`src/rtl/fifo_wptr_full_if.sv`:
```
// -----------------------------------------------------------------------------
// fifo_wptr_full_if
// Purpose : bundles the write-side handshake and status signals of the
//           dual-clock FIFO write-pointer controller.
// Signals :
//   winc         producer -> ctrl   write request
//   wover_clr    producer -> ctrl   clear sticky overflow
//   wq2_rptr     sync     -> ctrl   Gray read pointer, already in wclk domain
//   wclken       ctrl -> memory     write enable
//   waddr        ctrl -> memory     write address
//   wptr         ctrl -> sync       registered Gray write pointer
//   wfull        ctrl -> producer   registered full flag
//   wlevel       ctrl -> producer   registered occupancy (0..DEPTH)
//   wover        ctrl -> producer   sticky overflow flag
//   walmost_full ctrl -> producer   registered almost-full flag
// Modports: master = producer/environment side, slave = controller side.
// -----------------------------------------------------------------------------
interface fifo_wptr_full_if #(
    parameter int ADDRSIZE = 4
);
    logic                winc;
    logic                wover_clr;
    logic [ADDRSIZE:0]   wq2_rptr;
    logic                wclken;
    logic [ADDRSIZE-1:0] waddr;
    logic [ADDRSIZE:0]   wptr;
    logic                wfull;
    logic [ADDRSIZE:0]   wlevel;
    logic                wover;
    logic                walmost_full;

    modport master (
        output winc, wover_clr, wq2_rptr,
        input  wclken, waddr, wptr, wfull, wlevel, wover, walmost_full
    );

    modport slave (
        input  winc, wover_clr, wq2_rptr,
        output wclken, waddr, wptr, wfull, wlevel, wover, walmost_full
    );
endinterface

```
`src/rtl/fifo_wptr_full.sv`:
```
// -----------------------------------------------------------------------------
// fifo_wptr_full
// Purpose : write-side pointer and full-flag controller of the dual-clock FIFO.
//           Holds the binary and Gray write pointers, drives the memory write
//           address/enable, and compares the next pointer with the
//           synchronised read pointer to produce full, level and overflow.
// Ports   :
//   wclk    in   write-domain clock
//   wrst_n  in   synchronous active-low reset, sampled on posedge wclk
//   w       fifo_wptr_full_if.slave (see interface header for members)
// Option  : FIFO_ALMOST_FULL_EN - when defined, builds the registered
//           walmost_full comparator (level >= AFULL_THRESH); otherwise
//           walmost_full is tied to 0.
// -----------------------------------------------------------------------------
module fifo_wptr_full #(
    parameter int DATASIZE     = 8,
    parameter int ADDRSIZE     = 4,
    parameter int AFULL_THRESH = 12
) (
    input  logic                  wclk,
    input  logic                  wrst_n,
    fifo_wptr_full_if.slave       w
);
    localparam int A     = ADDRSIZE;
    localparam int DEPTH = 1 << ADDRSIZE;

    // Parameter sanity; DATASIZE only exists to keep the FIFO parameter set uniform.
    if (ADDRSIZE < 2) begin : g_bad_addrsize
        $error("fifo_wptr_full: ADDRSIZE must be >= 2");
    end
    if (DATASIZE < 1) begin : g_bad_datasize
        $error("fifo_wptr_full: DATASIZE must be >= 1");
    end
    if (AFULL_THRESH < 1 || AFULL_THRESH > DEPTH) begin : g_bad_thresh
        $error("fifo_wptr_full: AFULL_THRESH out of range 1..DEPTH");
    end

    logic [A:0] wbin;
    logic [A:0] wptr_q;
    logic       wfull_q;
    logic [A:0] wlevel_q;
    logic       wover_q;

    logic       wclken;
    logic [A:0] wbinnext;
    logic [A:0] wgraynext;
    logic [A:0] rbin;
    logic [A:0] full_cmp;
    logic [A:0] levelnext;

    // Reset gates the enable so the memory is never written during reset.
    assign wclken    = w.winc & ~wfull_q & wrst_n;
    assign wbinnext  = wbin + {{A{1'b0}}, wclken};
    assign wgraynext = (wbinnext >> 1) ^ wbinnext;

    // Full when the next write pointer equals the read pointer with the top
    // two Gray bits inverted (same index, one lap ahead).
    assign full_cmp  = {~w.wq2_rptr[A:A-1], w.wq2_rptr[A-2:0]};

    // Gray to binary: each bit is the XOR of itself and all bits above it.
    always_comb begin
        rbin = '0;
        for (int i = 0; i <= A; i++) begin
            rbin[i] = ^(w.wq2_rptr >> i);
        end
    end

    assign levelnext = wbinnext - rbin;

    always_ff @(posedge wclk) begin
        if (!wrst_n) begin
            wbin     <= '0;
            wptr_q   <= '0;
            wfull_q  <= 1'b0;
            wlevel_q <= '0;
            wover_q  <= 1'b0;
        end else begin
            wbin     <= wbinnext;
            wptr_q   <= wgraynext;
            wfull_q  <= (wgraynext == full_cmp);
            wlevel_q <= levelnext;
            // A fresh overflow takes priority over a simultaneous clear.
            if (w.winc && wfull_q) begin
                wover_q <= 1'b1;
            end else if (w.wover_clr) begin
                wover_q <= 1'b0;
            end
        end
    end

`ifdef FIFO_ALMOST_FULL_EN
    localparam logic [A:0] AFULL_V = (A+1)'(AFULL_THRESH);
    logic walmost_full_q;

    always_ff @(posedge wclk) begin
        if (!wrst_n) begin
            walmost_full_q <= 1'b0;
        end else begin
            walmost_full_q <= (levelnext >= AFULL_V);
        end
    end

    assign w.walmost_full = walmost_full_q;
`else
    assign w.walmost_full = 1'b0;
`endif

    assign w.wclken = wclken;
    assign w.waddr  = wbin[A-1:0];
    assign w.wptr   = wptr_q;
    assign w.wfull  = wfull_q;
    assign w.wlevel = wlevel_q;
    assign w.wover  = wover_q;
endmodule
```
`src/flat_wrapper.sv`:
```
// flat-port wrapper written by rule: the top's interface ports become plain ports
module fifo_wptr_full_flat 
#(
    parameter int DATASIZE     = 8,
    parameter int ADDRSIZE     = 4,
    parameter int AFULL_THRESH = 12
)
  (wclk, wrst_n, w_winc, w_wover_clr, w_wq2_rptr, w_wclken, w_waddr, w_wptr, w_wfull, w_wlevel, w_wover, w_walmost_full);
  fifo_wptr_full_if #(.ADDRSIZE(ADDRSIZE)) w_i ();
  input  logic wclk;
  input  logic wrst_n;
  input wire logic [$bits(w_i.winc)-1:0] w_winc;
  input wire logic [$bits(w_i.wover_clr)-1:0] w_wover_clr;
  input wire logic [$bits(w_i.wq2_rptr)-1:0] w_wq2_rptr;
  output wire logic [$bits(w_i.wclken)-1:0] w_wclken;
  output wire logic [$bits(w_i.waddr)-1:0] w_waddr;
  output wire logic [$bits(w_i.wptr)-1:0] w_wptr;
  output wire logic [$bits(w_i.wfull)-1:0] w_wfull;
  output wire logic [$bits(w_i.wlevel)-1:0] w_wlevel;
  output wire logic [$bits(w_i.wover)-1:0] w_wover;
  output wire logic [$bits(w_i.walmost_full)-1:0] w_walmost_full;
  assign w_i.winc = w_winc;
  assign w_i.wover_clr = w_wover_clr;
  assign w_i.wq2_rptr = w_wq2_rptr;
  assign w_wclken = w_i.wclken;
  assign w_waddr = w_i.waddr;
  assign w_wptr = w_i.wptr;
  assign w_wfull = w_i.wfull;
  assign w_wlevel = w_i.wlevel;
  assign w_wover = w_i.wover;
  assign w_walmost_full = w_i.walmost_full;
  fifo_wptr_full #(.DATASIZE(DATASIZE), .ADDRSIZE(ADDRSIZE), .AFULL_THRESH(AFULL_THRESH)) u_core (.wclk(wclk), .wrst_n(wrst_n), .w(w_i));
endmodule
```
`config.mk`:
```
export PLATFORM = sky130hd
export DESIGN_NAME = fifo_wptr_full_flat
export DESIGN_NICKNAME = d
export VERILOG_FILES = /design/src/rtl/fifo_wptr_full_if.sv /design/src/rtl/fifo_wptr_full.sv /design/src/flat_wrapper.sv
export SDC_FILE = /design/constraint.sdc
export NUM_CORES = 1
export LEC_CHECK = 0
export ABC_AREA = 1
export BUFFER_PORTS_ARGS = -buffer_cell sky130_fd_sc_hd__clkbuf_2
export CAP_MARGIN = 10
export CORE_UTILIZATION = 52
export CTS_BUF_LIST = sky130_fd_sc_hd__clkbuf_4 sky130_fd_sc_hd__clkbuf_8
export DETAILED_ROUTE_END_ITERATION = 8
export PLACE_DENSITY = 0.87
export SYNTH_ARGS = -nofsm -noshare
export SYNTH_HDL_FRONTEND = slang
export SYNTH_SLANG_ARGS = --single-unit
```
`constraint.sdc`:
```
create_clock -name wclk -period 2.33 [get_ports wclk]
set_input_delay 0.233 -clock wclk [delete_from_list [all_inputs] [get_ports wclk]]
set_output_delay 0.233 -clock wclk [all_outputs]
set_load 0.01 [all_outputs]
```
; ---- Word level (Yosys, flattened, before mapping)
; Index checks and enable logic that the tools add are counted.
[totals]
register_bits = 17
latchBits = 0
ramBits = 0
mem_bits_ro = 0
in_bits = 9
out_inout_bits = 18
wordCells = 22
memories = 0
[classes]
addsub = 2
multipliers = 0
div = 0
magnitude_cmp = 0
n_eq_ne = 1
n_shift = 0
mux = 2
bitwise_logic = 5
n_reduce_logical = 7
[ops]
columns = operator, count
row1 = 5-bit XOR reduction, 5
row2 = 5-bit by 1-bit adder with 5-bit output, 1
row3 = 5-bit equality test, 1
row4 = 5-bit subtractor, 1
row5 = 4-bit by 5-bit XOR with 5-bit output, 1
row6 = 1-bit AND, 2
row7 = 1-bit two-way mux, 2
row8 = 2-bit inverter, 1
row9 = 2-bit nonzero test, 1
row10 = 1-bit logical AND, 1
row11 = 1-bit inverter, 1

; ---- Longest topological paths before layout
; Gate-level depths: netlist of the first run.
[depth]
ltp_word = 6
depth_mapped = 14
mapped_depth_nobuf = 13

; ---- Worst setup path after synthesis of the first run
; Ideal clock, no wire load.
[synth_path]
path_type = input port to flip-flop
start = input port wrst_n
end = register u_core.wlevel_q[4] (netlist: u_core.w.wlevel[4])
arrival_time_ns = 1.933
required_time_ns = 2.215
slack_ns = 0.282
stages = 13
path_buffers = 1
path_cell_list = buf_4 > nand2_1 > nor2_1 > ha_1 > ha_1 > inv_1 > fa_1 > inv_1 > nand3_2 > nand2_2 > nand3_2 > nand2_1 > nor2_1
[synth_via]
elab_chain_len = 3
[synth_lines]
columns = item, line_no
row1 = start: declaration, flat_wrapper.sv:11  ; input logic wrst_n;
row2 = 1-bit AND, fifo_wptr_full.sv:52  ; assign wclken = w.winc & ~wfull_q & wrst_n;
row3 = via w_wclken, flat_wrapper.sv:15  ; output wire logic [$bits(w_i.wclken)-1:0] w_wclken;
row4 = 5-bit by 1-bit adder with 5-bit output, fifo_wptr_full.sv:53  ; assign wbinnext = wbin + {{A{1'b0}}, wclken};
row5 = via u_core.wbinnext[1], fifo_wptr_full.sv:45  ; logic [A:0] wbinnext;
row6 = 5-bit subtractor, fifo_wptr_full.sv:68  ; assign levelnext = wbinnext - rbin;
row7 = end signal: assignment, fifo_wptr_full.sv:81  ; wlevel_q <= levelnext;
row8 = end: declaration, fifo_wptr_full.sv:41  ; logic [A:0] wlevel_q;
; The timed path passes the listed nets, and every way through them passes these cells.
; A chain may end at the register's enable or synchronous reset.

; ---- Worst setup path after layout of the first run
[layout_path]
start = register u_core.wfull_q (netlist: u_core.w.wfull)
end = register u_core.wlevel_q[4] (netlist: u_core.w.wlevel[4])
[layout_via]
elab_chain_len = 5
[layout_lines]
columns = item, line_no
row1 = start: declaration, fifo_wptr_full.sv:40  ; logic wfull_q;
row2 = start signal: assignment, fifo_wptr_full.sv:80  ; wfull_q <= (wgraynext == full_cmp);
row3 = 1-bit inverter, fifo_wptr_full.sv:52
row4 = 1-bit AND (2 in series), fifo_wptr_full.sv:52
row5 = 5-bit by 1-bit adder with 5-bit output, fifo_wptr_full.sv:53
row6 = via u_core.wbinnext[1], fifo_wptr_full.sv:45
row7 = 5-bit subtractor, fifo_wptr_full.sv:68
; The timed path passes the listed nets, and every way through them passes these cells.

==> results of run 1 <==
## area by class of cell
class	count	area share
clock buffer	3	0.02100
inverter	17	0.05951
multi-input combinational	89	0.4784
sequential	16	0.2987
tap	16	0.01867
timing repair buffer	26	0.1237
## synth_stat cells, drive strengths merged
cell type | count | area [um2]
nand2 | 31 | 121.4
nor2 | 19 | 76.32
dfxtp | 16 | 320.3
inv | 16 | 60.06
nand3 | 12 | 70.07
xor2 | 6 | 60.06
ha | 5 | 62.56
a21oi | 4 | 20.02
xnor2 | 4 | 42.55
buf | 3 | 22.52
nand4 | 3 | 18.77
o21ai | 2 | 10.01
clkinv | 1 | 3.750
conb | 1 | 3.750
fa | 1 | 20.02
o21bai | 1 | 7.510
## where the power goes
group	internal, W	leakage (nW)	total [W]	switching (W)
sequential	0.000294	0.131	0.000301	0.00000668
clock	0.0000601	0.0138	0.000145	0.0000851
combinational	0.0000625	0.441	0.000156	0.0000939
## placed cells by master (no fill, tap or decap), drive strengths merged
master,synthesis,layout
a21oi,4,4
buf,3,1
clkbuf,0,28
clkinv,1,1
conb,1,1
dfxtp,16,16
fa,1,1
ha,5,5
inv,16,16
nand2,31,31
nand3,12,12
nand4,3,3
nor2,19,19
o21ai,2,2
o21bai,1,1
xnor2,4,4
xor2,6,6
## logic make-up after synthesis
| group | Yosys count | synth area share |
|---|---|---|
| DFF | 16 | 0.3483 |
| buffers and inverters | 20 | 0.09387 |
| other | 1 | 0.004078 |
| adders and majority gates | 6 | 0.08980 |
| and+or+nand+nor | 65 | 0.3116 |
| AOI/OAI and AO/OA | 7 | 0.04082 |
| xor gates and xnor gates | 10 | 0.1116 |
## per-layer routing
metal  up-vias  wire length [um]
li1        439                 -
met1       388               863
met2        26               948
met3         2                67
met4         0                19
met5         -                 0
## final timing paths
| check | depth (start not counted) | end |
|---|---|---|
| setup reg to reg | 11 | u_core.w.wlevel[4] |
| hold reg to reg | 2 | u_core.w.wover |
| setup / recovery | 11 | u_core.w.wlevel[4] |
| hold / removal | 2 | u_core.w.wover |
## sequential cells by signal, summed over array words and instances (netlist names)
| register | cells |
|---|---|
| u_core.w.wlevel | 5 |
| u_core.w.wptr | 5 |
| u_core.wbin | 4 |
| u_core.w.wover | 1 |
| u_core.w.wfull | 1 |
## worst max-delay path, cell delays in order (launching register included)
cell and delay [ps]:
dfxtp_1 360, nor2_1 70, ha_1 210, ha_1 400, inv_1 110, fa_1 420
inv_1 110, nand3_2 90, nand2_2 70, nand3_2 50, nand2_1 70, nor2_1 40
## metrics by stage
step,power [W],util,instances,worst slack [ps]
6_report,0.0006024,0.6802,167,227.0
5_1_grt,0.0006381,0.6802,167,75.28
4_1_cts,0.0006052,0.6802,167,215.9
3_5_place_dp,0.0004633,0.6659,164,152.0
2_1_floorplan,0.0004131,-,125,281.8
3_3_place_gp,0.0004556,0.6659,164,263.7
==> run_results.csv, run 1 <==
group,metric,value,unit
run_status,outcome,"complete, no violations",
cells_and_area,multi_input_area,513.0,um2
die,dieArea,1941,um2
place,gp_congestion,0.8905,
clock_tree,cts_tree,"yes",
cells_and_area,seq_area,320.3,um2
critical_path,reg2reg_from,"u_core.w.wfull",
sta,rsz0062_at_grt,"false",
critical_path,ff2ff_setup_slack,230,ps
clock_tree,cts_resized,0,
route,route.detailed.drc,0,
cells_and_area,syn_to_final_growth,16.60,%
die,die_y,44.06,um
route,wl,1.899,mm
cells_and_area,fin_nets,168,
job,drv_cap,0,
sta,finalSetupViolCount,0,
sta,slew_viol_final,0,
worst_hold_path,min_from,"w_wover_clr",
critical_path,startpoint,"u_core.w.wfull",
route,via_per_inst,5.120,
pwr,vdd_ir_drop_max,0.2732,mV
critical_path,worstPathRequired,2520,ps
synth,yosysUniqueCellTypes,21,
synth,synth_area,919.6,um2
sta,max_freq,475.5,MHz
clock_tree,cts.sinks,16,
clock_tree,cts_root_buf,"clkbuf_4",
global_routing,gr-usage-met3,0.02449,
die,core,1577,um2
cells_and_area,drive_gt1_frac,0.2450,
place,port_buffers,25,
global_routing,grt_pass1_vias,788,
critical_path,crit_type,"reg2reg",
place,post_dp_cell_area,1050,um2
global_routing,grt.overflow.total,0,
sta,fin_crit_sh,0.9026,
sta,final.setup_skew,5.198,ps
sta,post-route-min-period,2103,ps
die,num_rows,14,
die,die_x,44.06,um
global_routing,grt_pass1_wl,3.194,mm
route,via_count,855,
sta,finalHoldViolCount,0,
clock_tree,clockBufferDepth,2,
die,initial_core_util,0.5833,
cells_and_area,fin_area,1072,um2
route,first_pass_iters,6,
worst_hold_path,hold_path.class,"in2reg",
global_routing,grt_max_degree,10,
synth,synth_seq_cells,16,
clock_tree,cts_buffers,3,
critical_path,start_kind,"flop",
global_routing,grt_use_met2,0.3853,
sta,finalSetupTns,0,ps
route,ant_nets,0,
critical_path,worstPathMaxFanout,5,
die,num_io_pins,27,
critical_path,worst_setup_path_end_kind,"flop",
clock_tree,post_cts_buffers,0,
sta,final.hold.worst_slack,129.2,ps
critical_path,arrival,2290,ps
clock_tree,clk_latency,290,ps
clock_tree,ctsHoldBuffers,0,
pwr,p_per_area,561.8,nW/um2
synth,syn-num-nets,140,
route,routedWlPerCell,11.37,um
global_routing,antenna_found_initial,0,
place,dp_hpwl,1.572,mm
synth,ys.warnings.count,0,
synth,synthCells,125,
cells_and_area,num_antenna_cells,0,
global_routing,track_usage,0.2242,
clock_tree,htree_levels,1,
cells_and_area,fillerInstances,146,
route,drt_iter0_markers,27,
pwr,power.leakage,0.5859,nW
global_routing,grtUsageMet1,0.2784,
clock_tree,clk_pin_slew,90,ps
synth,syn_area_per_cell,7.357,um2
global_routing,grt-busiest-layer,"met2",
synth,seq_area_frac_synth,0.3483,
Note: power is estimated with default switching activity, not from simulation.
==> inputs of run 2 (changes only) <==
==> constraint.sdc (replaced) <==
create_clock -name wclk -period 2.33 [get_ports wclk]
set_input_delay 0.3495 -clock wclk [delete_from_list [all_inputs] [get_ports wclk]]
set_output_delay 0.3495 -clock wclk [all_outputs]
set_load 0.01 [all_outputs]
==> run_results.csv, run 2 (synthesized netlist as in run 1, its figures left out) <==
group,metric,value,unit
run_status,outcome,"finished with violations",
run_status,violations,"design-rule violations",
pwr,clkPwrFrac,0.283,
critical_path,start_kind,"flop",
worst_hold_path,hold_path.class,"in2reg",
route,via_per_inst,5.276,
critical_path,worstPathRequired,2520,ps
pwr,p_per_area,584.9,nW/um2
cells_and_area,syn_to_final_growth,19.73,%
cells_and_area,drive_gt1_frac,0.2597,
place,post_dp_cell_area,1065,um2
sta,setup_slack,287.7,ps
clock_tree,clk_latency,290,ps
critical_path,worst_setup_path_end_kind,"flop",
sta,fin_crit_sh,0.8765,
sta,final.setup_skew,5.488,ps
clock_tree,ctsHoldBuffers,0,
place,dp_hpwl,1.652,mm
cells_and_area,utilization,0.6984,
clock_tree,cts_buffers,3,
die,dieArea,1941,um2
cells_and_area,final_common_cell,"nand2_1",
global_routing,grt_max_degree,10,
global_routing,grt_pass1_vias,832,
job,drv_cap,0,
pwr,switching_share,0.2952,
critical_path,arrival,2230,ps
cells_and_area,fin_area,1101,um2
sta,max_freq,489.7,MHz
global_routing,antenna_found_initial,0,
clock_tree,clk_pin_slew,90,ps
cells_and_area,fin_nets,170,
cells_and_area,mostFrequentLayoutCells,"29 x nand2_1, 25 x clkbuf_2, 17 x nor2_1",
critical_path,startpoint,"u_core.w.wfull",
clock_tree,cts_resized,0,
pwr,p_sw,0.0001901,W
route,routedWlPerCell,11.86,um
place,gp_congestion,0.8212,
critical_path,reg2reg_from,"u_core.w.wfull",
global_routing,grt.overflow.total,0,
critical_path,crit_type,"reg2reg",
die,num_io_pins,27,
route,drt_iter0_markers,34,
pwr,p_seq_frac,0.467,
route,wl,2.016,mm
sta,finalSetupViolCount,0,
pwr,combPwrFrac,0.250,
pwr,vdd_ir_drop_max,0.2883,mV
critical_path,worstPathMaxFanout,4,
sta,rsz0062_at_grt,"false",
sta,slew_viol_final,0,
cells_and_area,fillerInstances,131,
clock_tree,post_cts_buffers,0,
die,num_rows,14,
cells_and_area,num_antenna_cells,0,
die,die_y,44.06,um
sta,finalHoldViolCount,0,
route,route.detailed.drc,2,
route,ant_nets,0,
sta,finalSetupTns,0,ps
die,die_x,44.06,um
die,core,1577,um2
pwr,p_int,0.0004539,W
place,pre_cts_ws,18.66,ps
place,port_buffers,25,
route,via_count,897,
clock_tree,cts_tree,"yes",
pwr,power.leakage,0.6039,nW
clock_tree,clockBufferDepth,2,
sta,post-route-min-period,2042,ps
worst_hold_path,min_from,"w_wover_clr",
global_routing,grt_pass1_wl,3.360,mm
cells_and_area,stdcell_count,170,
route,first_pass_iters,7,
clock_tree,cts_root_buf,"clkbuf_4",
clock_tree,htree_levels,1,
clock_tree,cts.sinks,16,
place,dp.cells,166,
die,initial_core_util,0.5833,
global_routing,track_usage,0.2393,
## run 2: changes by cell type in the layout (fill, tap and decap cells not counted), sizes merged
cell / change
clkbuf: +1
buf: +2
## run 2: area by class of cell
| class | instances | area (um2) | share of cell area |
|---|---|---|---|
| clock buffer | 4 | 36.28 | 0.03295 |
| inverter | 17 | 63.81 | 0.05795 |
| multi-input combinational | 89 | 513.0 | 0.4659 |
| sequential | 16 | 320.3 | 0.2909 |
| tap | 16 | 20.02 | 0.01818 |
| timing repair buffer | 28 | 147.6 | 0.1341 |
## run 2: worst max-delay path: stages, from the launching register on
cell     delay (ps)
dfxtp_1         330
nor2_1          140
ha_1            220
ha_1            320
xor2_2          240
ha_1            300
a21oi_1         200
nand3_1          90
nand2_1          60
nor2_1           30
## run 2: final timing paths
check                  endpoint  slack (ps)  cells past startpoint
max          u_core.w.wlevel[3]         290                      9
min              u_core.w.wover         270                      2
max reg2reg  u_core.w.wlevel[3]         290                      9
min reg2reg      u_core.w.wover         510                      2
## run 2: per-stage QoR
stage / power, W / hold slack [ps]
after floorplan: 0.0004131 / 460.5
after global placement: 0.0004576 / 446.8
after global routing: 0.0006813 / 268.2
final: 0.0006440 / 270.4
after detailed placement: 0.0004659 / 506.6
after CTS: 0.0006436 / 277.7
## run 2: power groups by stage
stage / combinational [W] / clock, W / sequential, W
after global placement: 0.000152 / 0 / 0.000306
after CTS: 0.000160 / 0.000183 / 0.000301
after detailed placement: 0.000158 / 0 / 0.000307
after floorplan: 0.0000953 / 0 / 0.000318
final: 0.000161 / 0.000182 / 0.000301
after global routing: 0.000179 / 0.000200 / 0.000302
## run 2: routing by layer
metal	share of wire	track usage	vias to the layer above
li1	-	-	441
met1	0.41	0.2571	405
met2	0.51	0.4235	39
met3	0.057	0.07347	12
met4	0.025	0.1152	0
met5	0	0	-
==> inputs of run 3 (changes only) <==
--- a/config.mk
+++ b/config.mk
@@ -8,10 +8,12 @@
 export ABC_AREA = 1
 export BUFFER_PORTS_ARGS = -buffer_cell sky130_fd_sc_hd__clkbuf_2
 export CAP_MARGIN = 10
-export CORE_UTILIZATION = 52
+export CORE_ASPECT_RATIO = 1.4
+export CORE_UTILIZATION = 50
 export CTS_BUF_LIST = sky130_fd_sc_hd__clkbuf_4 sky130_fd_sc_hd__clkbuf_8
+export CTS_CLUSTER_SIZE = 24
 export DETAILED_ROUTE_END_ITERATION = 8
-export PLACE_DENSITY = 0.87
+export PLACE_DENSITY = 0.85
 export SYNTH_ARGS = -nofsm -noshare
 export SYNTH_HDL_FRONTEND = slang
 export SYNTH_SLANG_ARGS = --single-unit
==> run_results.csv, run 3 (synthesized netlist as in run 1, its figures left out) <==
group,metric,value,unit
run_status,outcome,"complete, no violations",
job,drv_cap,0,
worst_hold_path,hold_path.class,"in2reg",
clock_tree,post_cts_buffers,0,
global_routing,grt_use_met2,0.3983,
clock_tree,cts_resized,0,
place,port_buffers,25,
critical_path,worstPathMaxFanout,4,
cells_and_area,mostFrequentLayoutCells,"29 x nand2_1, 25 x clkbuf_2, 17 x nor2_1",
critical_path,start_kind,"flop",
route,first_pass_iters,4,
critical_path,worst-path-buf-inv,0,
route,route.detailed.drc,0,
pwr,combPwrFrac,0.253,
route,wl,2.021,mm
pwr,clkPwrFrac,0.284,
pwr,p_sw,0.0001956,W
critical_path,reg2reg_depth,9,
clock_tree,clk_pin_slew,90,ps
route,routedWlPerCell,11.61,um
sta,fin_crit_sh,0.8822,
clock_tree,clockBufferDepth,2,
cells_and_area,num_antenna_cells,0,
critical_path,worstPathRequired,2520,ps
cells_and_area,final_common_cell,"nand2_1",
die,die_y,52.75,um
critical_path,ff2ff_setup_slack,270,ps
pwr,p_seq_frac,0.462,
critical_path,slowest_stage,"dfxtp_1",
critical_path,worst_setup_path_end_kind,"flop",
die,dieArea,2017,um2
global_routing,antenna_found_initial,0,
sta,finalSetupTns,0,ps
critical_path,cpPeakStageDelay,330,ps
place,gp_congestion,0.8525,
critical_path,crit_top_cell,"ha_1",
clock_tree,ctsHoldBuffers,0,
sta,finalHoldViolCount,0,
die,num_rows,18,
clock_tree,clk_latency,290,ps
critical_path,path_cells,"nor2_1 > ha_1 > ha_1 > xor2_2 > ha_1 > a21oi_1 > nand3_1 > nand2_1 > nor2_1",
route,ant_nets,0,
sta,rsz0062_at_grt,"false",
global_routing,grt-busiest-layer,"met2",
die,num_io_pins,27,
clock_tree,cts_tree,"yes",
sta,slew_viol_final,0,
global_routing,gr-usage-met3,0.02553,
cells_and_area,drive_gt1_frac,0.2597,
sta,final.setup_skew,1.663,ps
global_routing,grtUsageMet1,0.2540,
global_routing,grt_pass1_wl,3.298,mm
pwr,switching_share,0.3007,
sta,finalSetupViolCount,0,
critical_path,startpoint,"u_core.w.wfull",
place,post_dp_cell_area,1070,um2
pwr,p_int,0.0004548,W
global_routing,grt_pass1_vias,788,
route,via_per_inst,5.184,
place,pre_cts_ws,-6.099,ps
pwr,vdd_ir_drop_max,0.4586,mV
worst_hold_path,min_from,"w_wover_clr",
clock_tree,cts_buffers,3,
sta,setup_slack,274.4,ps
clock_tree,htree_levels,1,
pwr,power.leakage,0.6039,nW
place,dp_hpwl,1.603,mm
sta,post-route-min-period,2056,ps
global_routing,grt_max_degree,10,
die,core,1734,um2
cells_and_area,fin_nets,170,
sta,max_freq,486.5,MHz
global_routing,grt.overflow.total,0,
die,die_x,38.25,um
critical_path,reg2reg_from,"u_core.w.wfull",
global_routing,track_usage,0.2356,
critical_path,crit_type,"reg2reg",
critical_path,crit_path_end,"u_core.w.wlevel[3]",
clock_tree,cts.sinks,16,
die,initial_core_util,0.5303,
critical_path,path_delay_family,"adder cells",
critical_path,arrival,2250,ps
cells_and_area,syn_to_final_growth,20.27,%
clock_tree,cts_root_buf,"clkbuf_4",
route,drt_iter0_markers,17,
route,via_count,902,
pwr,p_per_area,588.1,nW/um2
critical_path,r2r-end,"u_core.w.wlevel[3]",
worst_hold_path,whs_path_depth,2,
critical_path,crit_cells,9,
cells_and_area,fin_area,1106,um2
-- run 3: cell counts in the layout (fill, tap and decap cells not counted) --
Identical to the previous run, type by type.
-- run 3: final cells by class --
| type | instances | area (um2) |
|---|---|---|
| Multi-Input combinational cell | 89 | 513.0 |
| Timing Repair Buffer | 28 | 147.6 |
| Clock buffer | 4 | 36.28 |
| Sequential cell | 16 | 320.3 |
| Inverter | 17 | 63.81 |
| Tap cell | 20 | 25.02 |
| Fill cell | 160 | 628.1 |
-- run 3: power by group through the flow --
stage               clock (W)  sequential (W)  combinational [W]
floorplan                   0        0.000318          0.0000953
global placement            0        0.000306           0.000152
detailed placement          0        0.000308           0.000161
CTS                  0.000187        0.000301           0.000163
global route         0.000195        0.000303           0.000187
finish               0.000185        0.000301           0.000165
-- run 3: worst register-to-register path, delay by kind of cell, from the launching register on --
family | cells | cell delay, ps
DFF | 1 | 330
xor gates and xnor gates | 1 | 210
adders and majority gates | 3 | 830
and+or+nand+nor | 4 | 370
AOI/OAI and AO/OA | 1 | 220
-- run 3: worst min-delay path by stage --
stage	endpoint	slack [ps]
5_1_grt	u_core.w.wover	250
3_3_place_gp	u_core.w.wover	440
6_report	u_core.w.wover	250
4_1_cts	u_core.w.wover	260
2_1_floorplan	u_core.w.wover	460
3_5_place_dp	u_core.w.wover	490
-- run 3: routing by layer --
layer	routed length, um	part of all wire	up-vias
met1	770	0.38	408
met4	114	0.056	0
met5	0	0	-
met2	1036	0.51	37
li1	-	-	444
met3	100	0.049	13
-- run 3: stage by stage --
step / instances / total power [W] / hold WS (ps) / utilization
after floorplan: 125 / 0.0004131 / 460.5 / -
after global placement: 170 / 0.0004577 / 444.8 / 0.6169
after detailed placement: 170 / 0.0004689 / 486.3 / 0.6169
after CTS: 174 / 0.0006512 / 256.5 / 0.6378
after global routing: 174 / 0.0006849 / 253.1 / 0.6378
final: 174 / 0.0006505 / 251.0 / 0.6378
